**src/rtl/timer_pkg.sv**
```systemverilog
// Shared constants for the memory-mapped countdown timer.
// - FSM state encoding, register offsets (Addr[3:2]), CTRL bit positions, mode codes.
package timer_pkg;

  // FSM state encoding
  localparam logic [1:0] ST_IDLE = 2'd0;
  localparam logic [1:0] ST_LOAD = 2'd1;
  localparam logic [1:0] ST_CNT  = 2'd2;
  localparam logic [1:0] ST_INT  = 2'd3;

  // Register offsets, word index taken from Addr[3:2]
  localparam logic [1:0] OFF_CTRL   = 2'd0;
  localparam logic [1:0] OFF_PRESET = 2'd1;
  localparam logic [1:0] OFF_COUNT  = 2'd2;

  // CTRL bit positions
  localparam int unsigned CTRL_EN      = 0;
  localparam int unsigned CTRL_MODE_LO = 1;
  localparam int unsigned CTRL_MODE_HI = 2;
  localparam int unsigned CTRL_IM      = 3;

  // Mode codes; anything other than PERIODIC behaves as one-shot
  localparam logic [1:0] MODE_ONESHOT  = 2'b00;
  localparam logic [1:0] MODE_PERIODIC = 2'b01;

  function automatic logic is_periodic(input logic [1:0] mode);
    return mode == MODE_PERIODIC;
  endfunction

endpackage

```
**src/rtl/timer_dev_if.sv**
```systemverilog
// Bridge-side bus of the timer device.
// - Addr : bridge address (only [3:2] decoded by the device)
// - WE   : write enable, already qualified by the bridge hit
// - Din  : write data
// - Dout : combinational read data back to the bridge
// Modports: master (bridge side), slave (device side).
interface timer_dev_if #(
  parameter int unsigned DW = 32
);
  logic [31:0]   Addr;
  logic          WE;
  logic [DW-1:0] Din;
  logic [DW-1:0] Dout;

  modport master (output Addr, output WE, output Din, input Dout);
  modport slave  (input Addr, input WE, input Din, output Dout);
endinterface

```
**src/rtl/timer_dev.sv**
```systemverilog
// Memory-mapped countdown timer (DEV0 behind the system bridge).
// Ports:
// - clk   : system clock, rising edge
// - reset : asynchronous active-low reset
// - bus   : bridge bus (Addr/WE/Din in, Dout out), slave modport
// - IRQ   : level interrupt request to CP0
// Registers: CTRL (EN, MODE, IM), PRESET, COUNT (read-only); offset 3 reserved.
// Modes: one-shot (sticky pending until CTRL/PRESET write) and periodic (one-cycle pulse).
module timer_dev
  import timer_pkg::*;
#(
  parameter int unsigned DW = 32
) (
  input  logic         clk,
  input  logic         reset,
  timer_dev_if.slave   bus,
  output logic         IRQ
);

  localparam logic [DW-1:0] LP_ONE = DW'(1);

  logic [3:0]    r_ctrl;
  logic [DW-1:0] r_preset;
  logic [DW-1:0] r_count;
  logic [1:0]    r_state;
  logic          r_pending;

  logic [3:0]    w_ctrl_nxt;
  logic [DW-1:0] w_preset_nxt;
  logic [DW-1:0] w_count_nxt;
  logic [1:0]    w_state_nxt;
  logic          w_pending_nxt;
  logic [1:0]    w_off;
  logic          w_wr_ctrl;
  logic          w_wr_preset;
  logic          w_en;
  logic          w_unused_addr;

  assign w_off         = bus.Addr[3:2];
  assign w_wr_ctrl     = bus.WE && (w_off == OFF_CTRL);
  assign w_wr_preset   = bus.WE && (w_off == OFF_PRESET);
  assign w_en          = r_ctrl[CTRL_EN];
  assign w_unused_addr = ^{bus.Addr[31:4], bus.Addr[1:0]};

  always_comb begin
    w_ctrl_nxt    = r_ctrl;
    w_preset_nxt  = r_preset;
    w_count_nxt   = r_count;
    w_state_nxt   = r_state;
    w_pending_nxt = r_pending;

    if (w_wr_ctrl)   w_ctrl_nxt   = bus.Din[3:0];
    if (w_wr_preset) w_preset_nxt = bus.Din;
    if (w_wr_ctrl || w_wr_preset) w_pending_nxt = 1'b0;

    case (r_state)
      ST_IDLE: begin
        if (w_en) w_state_nxt = ST_LOAD;
      end
      ST_LOAD: begin
        w_count_nxt = r_preset;
        w_state_nxt = ST_CNT;
      end
      ST_CNT: begin
        if (!w_en) begin
          w_state_nxt = ST_IDLE;
        end else if (r_count > LP_ONE) begin
          w_count_nxt = r_count - LP_ONE;
        end else begin
          // PRESET=0 lands here too, so it behaves as PRESET=1
          w_count_nxt = '0;
          w_state_nxt = ST_INT;
        end
      end
      default: begin  // ST_INT; mode is the one held before any same-edge write
        if (is_periodic(r_ctrl[CTRL_MODE_HI:CTRL_MODE_LO])) begin
          w_state_nxt = ST_LOAD;
        end else begin
          // A concurrent software CTRL write takes precedence over the auto-clear
          if (!w_wr_ctrl) w_ctrl_nxt[CTRL_EN] = 1'b0;
          w_pending_nxt = 1'b1;
          w_state_nxt   = ST_IDLE;
        end
      end
    endcase
  end

  always_ff @(posedge clk or negedge reset) begin
    if (!reset) begin
      r_ctrl    <= '0;
      r_preset  <= '0;
      r_count   <= '0;
      r_state   <= ST_IDLE;
      r_pending <= 1'b0;
    end else begin
      r_ctrl    <= w_ctrl_nxt;
      r_preset  <= w_preset_nxt;
      r_count   <= w_count_nxt;
      r_state   <= w_state_nxt;
      r_pending <= w_pending_nxt;
    end
  end

  always_comb begin
    case (w_off)
      OFF_CTRL:   bus.Dout = {{(DW-4){1'b0}}, r_ctrl};
      OFF_PRESET: bus.Dout = r_preset;
      OFF_COUNT:  bus.Dout = r_count;
      default:    bus.Dout = '0;
    endcase
  end

  assign IRQ = r_ctrl[CTRL_IM] & (r_pending | (r_state == ST_INT));

endmodule

```
**src/flat_wrapper.sv**
```systemverilog
// flat-port wrapper written by rule: the top's interface ports become plain ports
module timer_dev_flat import timer_pkg::*;
#(
  parameter int unsigned DW = 32
)
  (clk, reset, IRQ, bus_Addr, bus_WE, bus_Din, bus_Dout);
  timer_dev_if #(.DW(DW)) bus_i ();
  input  logic clk;
  input  logic reset;
  output logic IRQ;
  input wire logic [$bits(bus_i.Addr)-1:0] bus_Addr;
  input wire logic [$bits(bus_i.WE)-1:0] bus_WE;
  input wire logic [$bits(bus_i.Din)-1:0] bus_Din;
  output wire logic [$bits(bus_i.Dout)-1:0] bus_Dout;
  assign bus_i.Addr = bus_Addr;
  assign bus_i.WE = bus_WE;
  assign bus_i.Din = bus_Din;
  assign bus_Dout = bus_i.Dout;
  timer_dev #(.DW(DW)) u_core (.clk(clk), .reset(reset), .bus(bus_i), .IRQ(IRQ));
endmodule
```
**config.mk**
```make
export PLATFORM = sky130hd
export DESIGN_NAME = timer_dev_flat
export DESIGN_NICKNAME = d
export VERILOG_FILES = /design/src/rtl/timer_pkg.sv /design/src/rtl/timer_dev_if.sv /design/src/rtl/timer_dev.sv /design/src/flat_wrapper.sv
export SDC_FILE = /design/constraint.sdc
export NUM_CORES = 1
export LEC_CHECK = 0
export CAP_MARGIN = 25
export CORE_MARGIN = 4
export CORE_UTILIZATION = 53
export DETAILED_ROUTE_END_ITERATION = 8
export PLACE_DENSITY = 0.94
export SYNTH_ARGS = -nofsm -noshare
export SYNTH_HDL_FRONTEND = slang
export SYNTH_SLANG_ARGS = --single-unit
export TNS_END_PERCENT = 50
```
**constraint.sdc**
```tcl
create_clock -name clk -period 4.67 [get_ports clk]
set_input_delay 0.7005 -clock clk [delete_from_list [all_inputs] [get_ports clk]]
set_output_delay 0.7005 -clock clk [all_outputs]
set_load 0.01 [all_outputs]
```
# --- Yosys cells after proc, flatten, opt, wreduce, memory -nomap -nowiden ---
# Cells that the tools add are included.
op_classes:
  n_lt_le_gt_ge: 1
  reduce_logical: 9
  n_eq_ne: 9
  bitwise_logic: 2
  add_sub_neg: 1
  mux: 16
ops:
  columns: ["operator", "n"]
  rows:
  - ["$pmux 32 s3", 1]
  - ["$mux 32", 2]
  - ["$pmux 32 s2", 1]
  - ["$gt 32x1->1 const B", 1]
  - ["$sub 32x1->32 const B", 1]
  - ["$mux 1", 8]
  - ["$eq 2x1->1 const B", 3]
  - ["$eq 2x2->1 const B", 3]
  - ["$mux 2", 3]
  - ["$pmux 2 s3", 1]
  - ["$logic_not 2->1", 2]
  - ["$ne 2x1->1 const B", 2]
  - ["$reduce_and 2->1", 2]
  - ["$ne 3x3->1 const B", 1]
  - ["$reduce_or 3->1", 1]
  - ["$logic_and 1x1->1", 2]
  - ["$reduce_bool 2->1", 1]
  - ["$and 1x1->1", 1]
  - ["$logic_or 1x1->1", 1]
  - ["$or 1x1->1", 1]
totals:
  wordCells: 44
  in_bits: 67
  reg_bits: 71
  output_inout_bits: 33

# --- Logic depth before layout (Yosys ltp) ---
# Gate-level depths: netlist of the first run.
logic_depth:
  ltp_word: 6
  mapped_depth: 9

# --- Worst setup path after synthesis of the first run ---
# No wires, ideal clock.
synth_path:
  path_type: "input port to output port"
  start: "input bus_Addr[3]"
  end: "output bus_Dout[10]"
  arrival_time_ns: 1.894
  path_buffers: 3
  stages: 5
  slack_ns: 2.075
  cell_sequence: "clkbuf_1 nor2b_1 clkbuf_1 clkbuf_1 a22o_1"
synth_between:
  elab_chain_len: 2
synth_lines:
  columns: ["element", "line_no", "source"]
  rows:
  - ["from (decl)", "flat_wrapper.sv:11", "input wire logic [$bits(bus_i.Addr)-1:0] bus_Addr;"]
  - ["$eq 2x2->1 (tied with other cells)", "timer_dev.sv:105", "case (w_off)"]
  - ["$pmux 32 s3 *", "timer_dev.sv:105", null]
  - ["to (decl)", "flat_wrapper.sv:14", "output wire logic [$bits(bus_i.Dout)-1:0] bus_Dout;"]
# Mark *: on every way between the ends. The rest lies on a longest branch, timed or not.

# --- Worst setup path after layout of the first run ---
layout_path:
  start: "input bus_Addr[3]"
  end: "output bus_Dout[18]"
# The elaborated chain is that of the path after synthesis.

==> results of run 1 <==
-- worst min-delay path by stage --
stage | cells past startpoint | slack [ns] | end
2_1_floorplan | 0 | 0.40 | u_core.r_count[0]
3_3_place_gp | 1 | 0.46 | u_core.r_pending
3_5_place_dp | 1 | 0.48 | u_core.r_pending
4_1_cts | 1 | 0.43 | u_core.r_preset[28]
5_1_grt | 1 | 0.45 | u_core.r_preset[28]
6_report | 1 | 0.41 | u_core.r_preset[28]
-- cells by family after synthesis --
family	count (synthesis)	synth area share [%]
and+or+nand+nor	122	16.83
AOI/OAI and AO/OA	121	22.10
DFF	71	45.08
buffers and inverters	42	4.349
adders and majority gates	2	0.6348
muxes	39	11.02
-- power breakdown --
part           switching, W  internal, W  leakage, nW
combinational      0.000562     0.000488        0.988
clock              0.000217     0.000235       0.0898
sequential         0.000288     0.000811        0.875
-- area by class of cell --
| cell class | instances | area, um^2 | share of cell area, % |
|---|---|---|---|
| repair buffers | 76 | 738.2 | 15.19 |
| multi-input cells | 284 | 2002 | 41.21 |
| flip-flops and latches | 71 | 1777 | 36.57 |
| inverters | 11 | 41.29 | 0.8499 |
| well taps | 99 | 123.9 | 2.550 |
| clock buffers | 15 | 176.4 | 3.631 |
-- per-stage QoR --
step	total power (W)	cells
after CTS	0.002571	556
after detailed placement	0.002116	541
final	0.002600	556
after global placement	0.002045	541
after floorplan	0.001750	397
after global routing	0.002757	556
-- worst register-to-register path, delay by kind of cell, from the launching register on --
kind	cells	cell delay (ns)
flip-flops	1	0.44
AO/OA/AOI/OAI	2	0.45
AND/OR/NAND/NOR	4	1.90
-- synthesized netlist by cell type, types with 11 or more instances --
library cell	count	area (um^2)
sky130_fd_sc_hd__mux2_2	35	394.1
sky130_fd_sc_hd__inv_1	11	41.29
sky130_fd_sc_hd__nor2_1	15	56.30
sky130_fd_sc_hd__a21oi_1	19	95.09
sky130_fd_sc_hd__clkbuf_1	22	82.58
sky130_fd_sc_hd__nor3_1	13	65.06
sky130_fd_sc_hd__nand3_1	14	70.07
sky130_fd_sc_hd__o21ai_0	17	85.08
sky130_fd_sc_hd__nand2_1	32	120.1
sky130_fd_sc_hd__dfrtp_1	71	1777
sky130_fd_sc_hd__a22o_1	33	289.0
-- metal layers --
layer	vias to the layer above	wire length (um)	global-route usage (%)	part of all wire, %
li1	1615	-	-	-
met1	1738	4074	29.88	38
met3	44	925	4.888	8.7
met2	224	5277	42.43	50
met5	-	0	0	0
met4	0	346	11.91	3.3
-- registers in the layout (all words and copies together), names as in the netlist --
register	flops
u_core.r_count	32
u_core.r_ctrl	4
u_core.r_pending	1
u_core.r_preset	32
u_core.r_state	2
==> reports/results.txt, run 1 <==
After detailed routing, the number of remaining DRC violations is 0. The tightest min-delay check is of the input pin to asynchronous set/reset pin type. Once layout is done, the placed cells without fillers occupy 4858 um^2. The cell area after placement was 4682 um^2; the number of levels in the clock H-tree was 3. TritonCTS built the clock tree. The worst-case setup slack after placement was 0.9925 ns. The logs give 71 for the number of sinks driven by the clock tree and 45.08% for the register area share after synthesis.

The startpoint identified for the worst register-to-register timing path is u_core.r_count[10]. The most common cell after layout, fill and taps aside is sky130_fd_sc_hd__dfrtp_1. In this run the cell area of the synthesized design comes to 3941 um^2.

The floorplan step defined a die boundary enclosing 8880 um^2. Cell repeated most along the worst path: sky130_fd_sc_hd__clkdlybuf4s50_1. 100 I/O pins were placed. Number of detailed-routing iterations run before antenna repair: 5.

Setup total negative slack on the finished layout was measured at 0 ns. The root buffer cell chosen for the clock tree is sky130_fd_sc_hd__clkbuf_8. The run finished with clean final reports.

The tightest hold path in the finished design has a slack of 0.4055 ns. The all-layer global routing usage came out at 24.85%. Counting flops and latches in the post-synthesis netlist gives 71. For the worst-case headroom to the max-slew limit, the log shows 41.78%.

The logs give 10620 um for the post-detailed-routing wire length and 9 for the clock buffer count from CTS. In this run, post-CTS hold repair placed 0 buffers. The tools report the setup skew after layout as 0.006240 ns. The post-route netlist has 14.66% of its cells at a drive strength greater than 1.

The number of hold violations in the final report came out at 0. The number of fill cells was 544; the share of flip-flops with an asynchronous set or reset was 100.0%. The width of the chip is 94.24 um.

The register clock-pin slew on the reported worst setup and hold paths was 0.07 ns. The post-detailed-route wirelength per cell was 19.11 um. Summed over all cells, the static leakage comes to 1.953 nW. The floorplan core area was 7253 um^2.

Counting both buffers and inverters, the worst setup path holds a total of 3. Cells fill 66.98% of the core in the end. After clock tree synthesis, the repair step resized 0 gates. STA classifies the critical path startpoint as an input pin. The required time of the critical path was 3.97 ns; the standard-cell row count was 31.

The worst register-to-register path ends at u_core.r_count[4]. Entering global routing, the biggest net connects 41 pins. The count of unique library cells instantiated by Yosys was 52; the final worst-path setup slack was 0.9380 ns. The path depth of the worst reg2reg path is 6, and the starting density of the core is 54.34%.

The clock tree buffer depth is 2, and the number of global-route vias before repair is 3612. In this run the remaining antenna-violating nets after routing total 0. After technology mapping, the gate count stands at 397.

After global routing the overflow that remains totals 0. The run gives 0 as the final setup violation count. The critical path starts at bus_Addr[3].

The peak fanout along the critical path works out to 17. Grouping stages by cell kind, the critical path spends the most delay in buffers and inverters. Setup repair after global routing left no endpoint under its margin. Once detailed placement completed, the half-perimeter wirelength came to 7224 um. The count of pins over their slew limit was 0; the number of warning messages in the yosys log was 0. The final critical delay including setup and external delays is 3.732 ns. In this run the power density over the cells is 535.2 nW/um^2. Relative to the synthesized area, the layout overhead comes to 23.27%. On the worst path, the slowest cell contributes a delay of 0.66 ns. In this run, synthesis inferred 0 flip-flops with an integrated enable. Averaged over all synthesized cells, the footprint is 9.928 um^2. The worst setup path is captured at an output port. The number of antenna violations at the first check in global routing was 0; the detailed-route vias per instance was 6.513.

At the end of routability-driven placement, the weighted congestion stood at 0.8807. After clock tree synthesis, the setup repair step added 0 buffers. Following the worst setup path forward leads to its endpoint at bus_Dout[18]. The detailed router's first-iteration violation count is 325.

Walking the worst path, the cells encountered are clkdlybuf4s50_1, nor2b_2, buf_4, a22o_1, clkdlybuf4s50_1. When the netlist entered floorplanning its net count stood at 466. After layout, the worst path uses 79.91% of the clock period. The run gives 17440 um as the wire length of the first global-routing pass. The slowest stage of the critical path is the sky130_fd_sc_hd__clkdlybuf4s50_1 cell. For this run, the top clock speed supported by timing is 0.2680 GHz. Across the run, the number of max-cap violations was 0.

The number of gates on the worst path with buffers counted came out at 5. Across all layers, the routed design uses 3621 vias. In the layout the commonest cells are sky130_fd_sc_hd__dfrtp_1, sky130_fd_sc_hd__clkdlybuf4s50_1, sky130_fd_sc_hd__mux2_2.

The worst register-to-register path has a setup slack of 1.77 ns. The clock latency reported for the late side of the worst-skew pair is 0.35 ns, and the worst-case vdd ir drop is 0.2052 mV. The total number of nets in the final design was 522. The arrival time at the worst endpoint was 3.03 ns; the die outline height was 94.24 um. Buffers placed on the I/O ports in this run total 69. The critical path in this run is classified as input pin to output port. Pin slew with the least headroom to its limit: 0.8733 ns. The count of antenna diodes in the layout came out at 0. Flip-flop cell with the highest count after synthesis: sky130_fd_sc_hd__dfrtp_1.
No activity file was read; power rests on OpenSTA's default activity.
==> run 2: changes to the inputs <==
CORE_UTILIZATION = 45   (was 53)
PLACE_DENSITY = 0.86   (was 0.94)
clock period = 3.2 ns   (was 4.67 ns; I/O delays follow)
==> reports/results.txt, run 2 (synthesis gave the netlist of run 1 again) <==
The flow ran to the end, and the final reports show no timing, DRC or antenna violations. The element type at the critical path end is an output port. The run gives 0.4171 ns (-0.5209 ns) as the final worst-path setup slack. For the number of global-route vias before repair, the log shows 3666 (+1.5%).

The clock tree buffer depth was 2 (unchanged); the number of max-cap violations was 0 (unchanged). The ratio of total power to cell area is 766.0 nW/um^2 (+43%). The count of input and output buffers is 69 (unchanged), and the wire length of the first global-routing pass is 17240 um (-1.2%). The tools report the number of hold violations in the final report as 0 (unchanged). The run gives 47.02% (-7.3 points) as the starting density of the core.

The tools report the worst-case setup slack after placement as 0.4395 ns (-0.5530 ns). The top cell types in the final layout, fill and taps aside, are sky130_fd_sc_hd__dfrtp_1, sky130_fd_sc_hd__clkdlybuf4s50_1, sky130_fd_sc_hd__mux2_2. The run gives 20.74% (-4.1 points) as the all-layer global routing usage.

The largest registers in the layout are u_core.r_count (32), u_core.r_preset (32), u_core.r_ctrl (4). Total of hold buffers inserted after clock tree synthesis: 0 (unchanged). For the count of cells resized by post-cts repair, the log shows 0 (unchanged). The tools report the buffer count from post-CTS setup fixing as 0 (unchanged).

The tools report the number of ports placed on the die boundary as 100 (unchanged). The worst-case vdd ir drop came out at 0.3358 mV (+64%). The tools report the worst-case headroom to the max-slew limit as 41.40% (-0.37 points). TritonCTS built the clock tree. The post-detailed-routing wire length was 10280 um (-3.3%). The setup skew after layout is 0.007477 ns (+0.001237 ns).

STA classifies the critical path startpoint as an input pin. The run gives 0.8887 (+0.91%) as the routability congestion estimate from global placement. The critical path goes through clkdlybuf4s50_1, nor2b_2, buf_4, nand2_1, o21ai_0, clkdlybuf4s50_1. The logs give 530 (+1.5%) for the total number of nets in the final design and 10320 um^2 (+16%) for the overall die area. The logs give 283 (-13%) for the detailed router's first-iteration violation count and 0 (unchanged) for the number of antenna-violating nets in the routed design.

The via count of the routed design is 3606 (-0.41%). The standard-cell row count came out at 33 (+6.5%). Register clock-pin slew on the reported worst setup and hold paths: 0.07 ns (about the same).

The tightest min-delay check is of the input pin to asynchronous set/reset pin type. The final setup violation count is 0 (unchanged), and the width of the chip is 101.6 um (+7.8%). The clock buffer count from CTS came out at 9 (unchanged). The leakage power summed over all cells was 1.994 nW (+2.1%). The number of levels in the clock H-tree was 3 (unchanged); the proportion of layout cells with a drive suffix above 1 was 16.16% (+1.5 points). For the aggregate negative setup slack, the log shows 0 ns (unchanged). The most common cell after layout, fill and taps aside is sky130_fd_sc_hd__dfrtp_1. The final cell count without fillers was 569 (+2.3%); the number of sinks driven by the clock tree was 71 (unchanged).

The number of antenna violations at the first check in global routing was 0 (unchanged); the area growth from synthesis to layout was 24.98%. Count of pins over their slew limit: 0 (unchanged). The run gives 2.72 ns (-1.25 ns) as the required time of the critical path.

Detailed-route vias per instance: 6.337 (-2.7%). The worst setup path is of the input pin to output port kind. The finished layout cell area was 4926 um^2 (+1.4%); the share of the cycle needed by the critical path after routing was 86.97%. For the clock latency reported for the late side of the worst-skew pair, the log shows 0.35 ns (about the same). For the number of detailed-routing iterations run before antenna repair, the log shows 5 (unchanged).

The floorplan core area was 8382 um^2 (+16%); the post-detailed-route wirelength per cell was 18.06 um (-5.5%). Derived from the worst setup path, the maximum achievable clock frequency is 0.3593 GHz. The run gives 0 (unchanged) as the post-detailed-route DRC marker count. The cell area after placement is 4762 um^2 (+1.7%), and the die outline height is 101.6 um (+7.8%). The peak fanout along the critical path works out to 19 (+2). The tools report the largest net degree at the start of global routing as 40 (-2.4%).

Number of cells in the design after placement: 555 (+2.6%). The pin slew with the least headroom to its limit came out at 0.8789 ns (+0.005619 ns). The tools report the total grt overflow as 0 (unchanged). Clock tree synthesis selected as its root buffer the cell sky130_fd_sc_hd__clkbuf_8.

The run gives 2.30 ns (-0.73 ns) as the arrival time at the worst endpoint. Setup repair after global routing left no endpoint under its margin. The peak per-stage delay on the critical path works out to 0.61 ns (-0.05 ns). For the count of antenna diodes in the layout, the log shows 0 (unchanged).

Counting stages on the worst path, the most repeated cell is sky130_fd_sc_hd__clkdlybuf4s50_1. The worst path in the final design needs a cycle of 2.783 ns, including I/O delays and setup. The run gives 726 (+33%) as the number of fill cells. The detailed placer's ending HPWL was 7252 um (+0.38%). Among all stages on the critical path, the largest delay is contributed by sky130_fd_sc_hd__clkdlybuf4s50_1.
## run 2: cell count changes in the layout (fill, tap and decap cells not counted)
cell and delta:
sky130_fd_sc_hd__buf_12 +1, sky130_fd_sc_hd__clkbuf_1 -1, sky130_fd_sc_hd__clkinv_2 +1, sky130_fd_sc_hd__buf_4 +7, sky130_fd_sc_hd__clkbuf_8 -1
## run 2: layout make-up
class	count	area, um^2	area share [%]
Clock inverter	1	5.005	0.1016
Sequential cell	71	1777	36.07
Timing Repair Buffer	84	810.8	16.46
Clock buffer	13	158.9	3.226
Tap cell	105	131.4	2.667
Multi-Input combinational cell	284	2002	40.64
Inverter	11	41.29	0.8382
## run 2: worst paths after layout
kind | startpoint | endpoint | slack [ns] | cells past startpoint
worst min register to register | u_core.r_pending | u_core.r_pending | 0.50 | 1
worst max-delay path | bus_Addr[2] | bus_Dout[3] | 0.42 | 6
max in group asynchronous | reset | u_core.r_preset[15] | 2.32 | 2
worst max register to register | u_core.r_count[0] | u_core.r_count[20] | 0.50 | 7
worst min-delay path | reset | u_core.r_preset[7] | 0.22 | 1
min in group clk | u_core.r_pending | u_core.r_pending | 0.50 | 1
## run 2: metal layers
| layer | up-vias | global-route usage (%) | share of wire, % |
|---|---|---|---|
| met5 | - | 0 | 0 |
| met4 | 0 | 5.726 | 1.1 |
| met3 | 14 | 4.959 | 7.9 |
| met2 | 154 | 35.26 | 50 |
| met1 | 1805 | 26.43 | 41 |
| li1 | 1633 | - | - |
## run 2: worst max-delay path, delay by kind of cell
kind / cells / cell delay, ns
buffers and inverters: 3 / 1.43
and+or+nand+nor: 2 / 0.29
AOI/OAI and AO/OA: 1 / 0.10
## run 2: power breakdown
group | total [W] | leakage, nW | internal (W) | switching (W)
clock | 0.000631 | 0.0854 | 0.000315 | 0.000317
sequential | 0.00161 | 0.875 | 0.00118 | 0.000423
combinational | 0.00154 | 1.03 | 0.000738 | 0.000798
## run 2: through the flow
step	util [%]	power, W	hold slack, ns
after detailed placement	56.81	0.003114	0.4881
after global placement	56.81	0.003031	0.4612
final	58.77	0.003773	0.2220
after floorplan	-	0.002554	0.1844
after CTS	58.77	0.003759	0.2477
after global routing	58.77	0.004024	0.3021
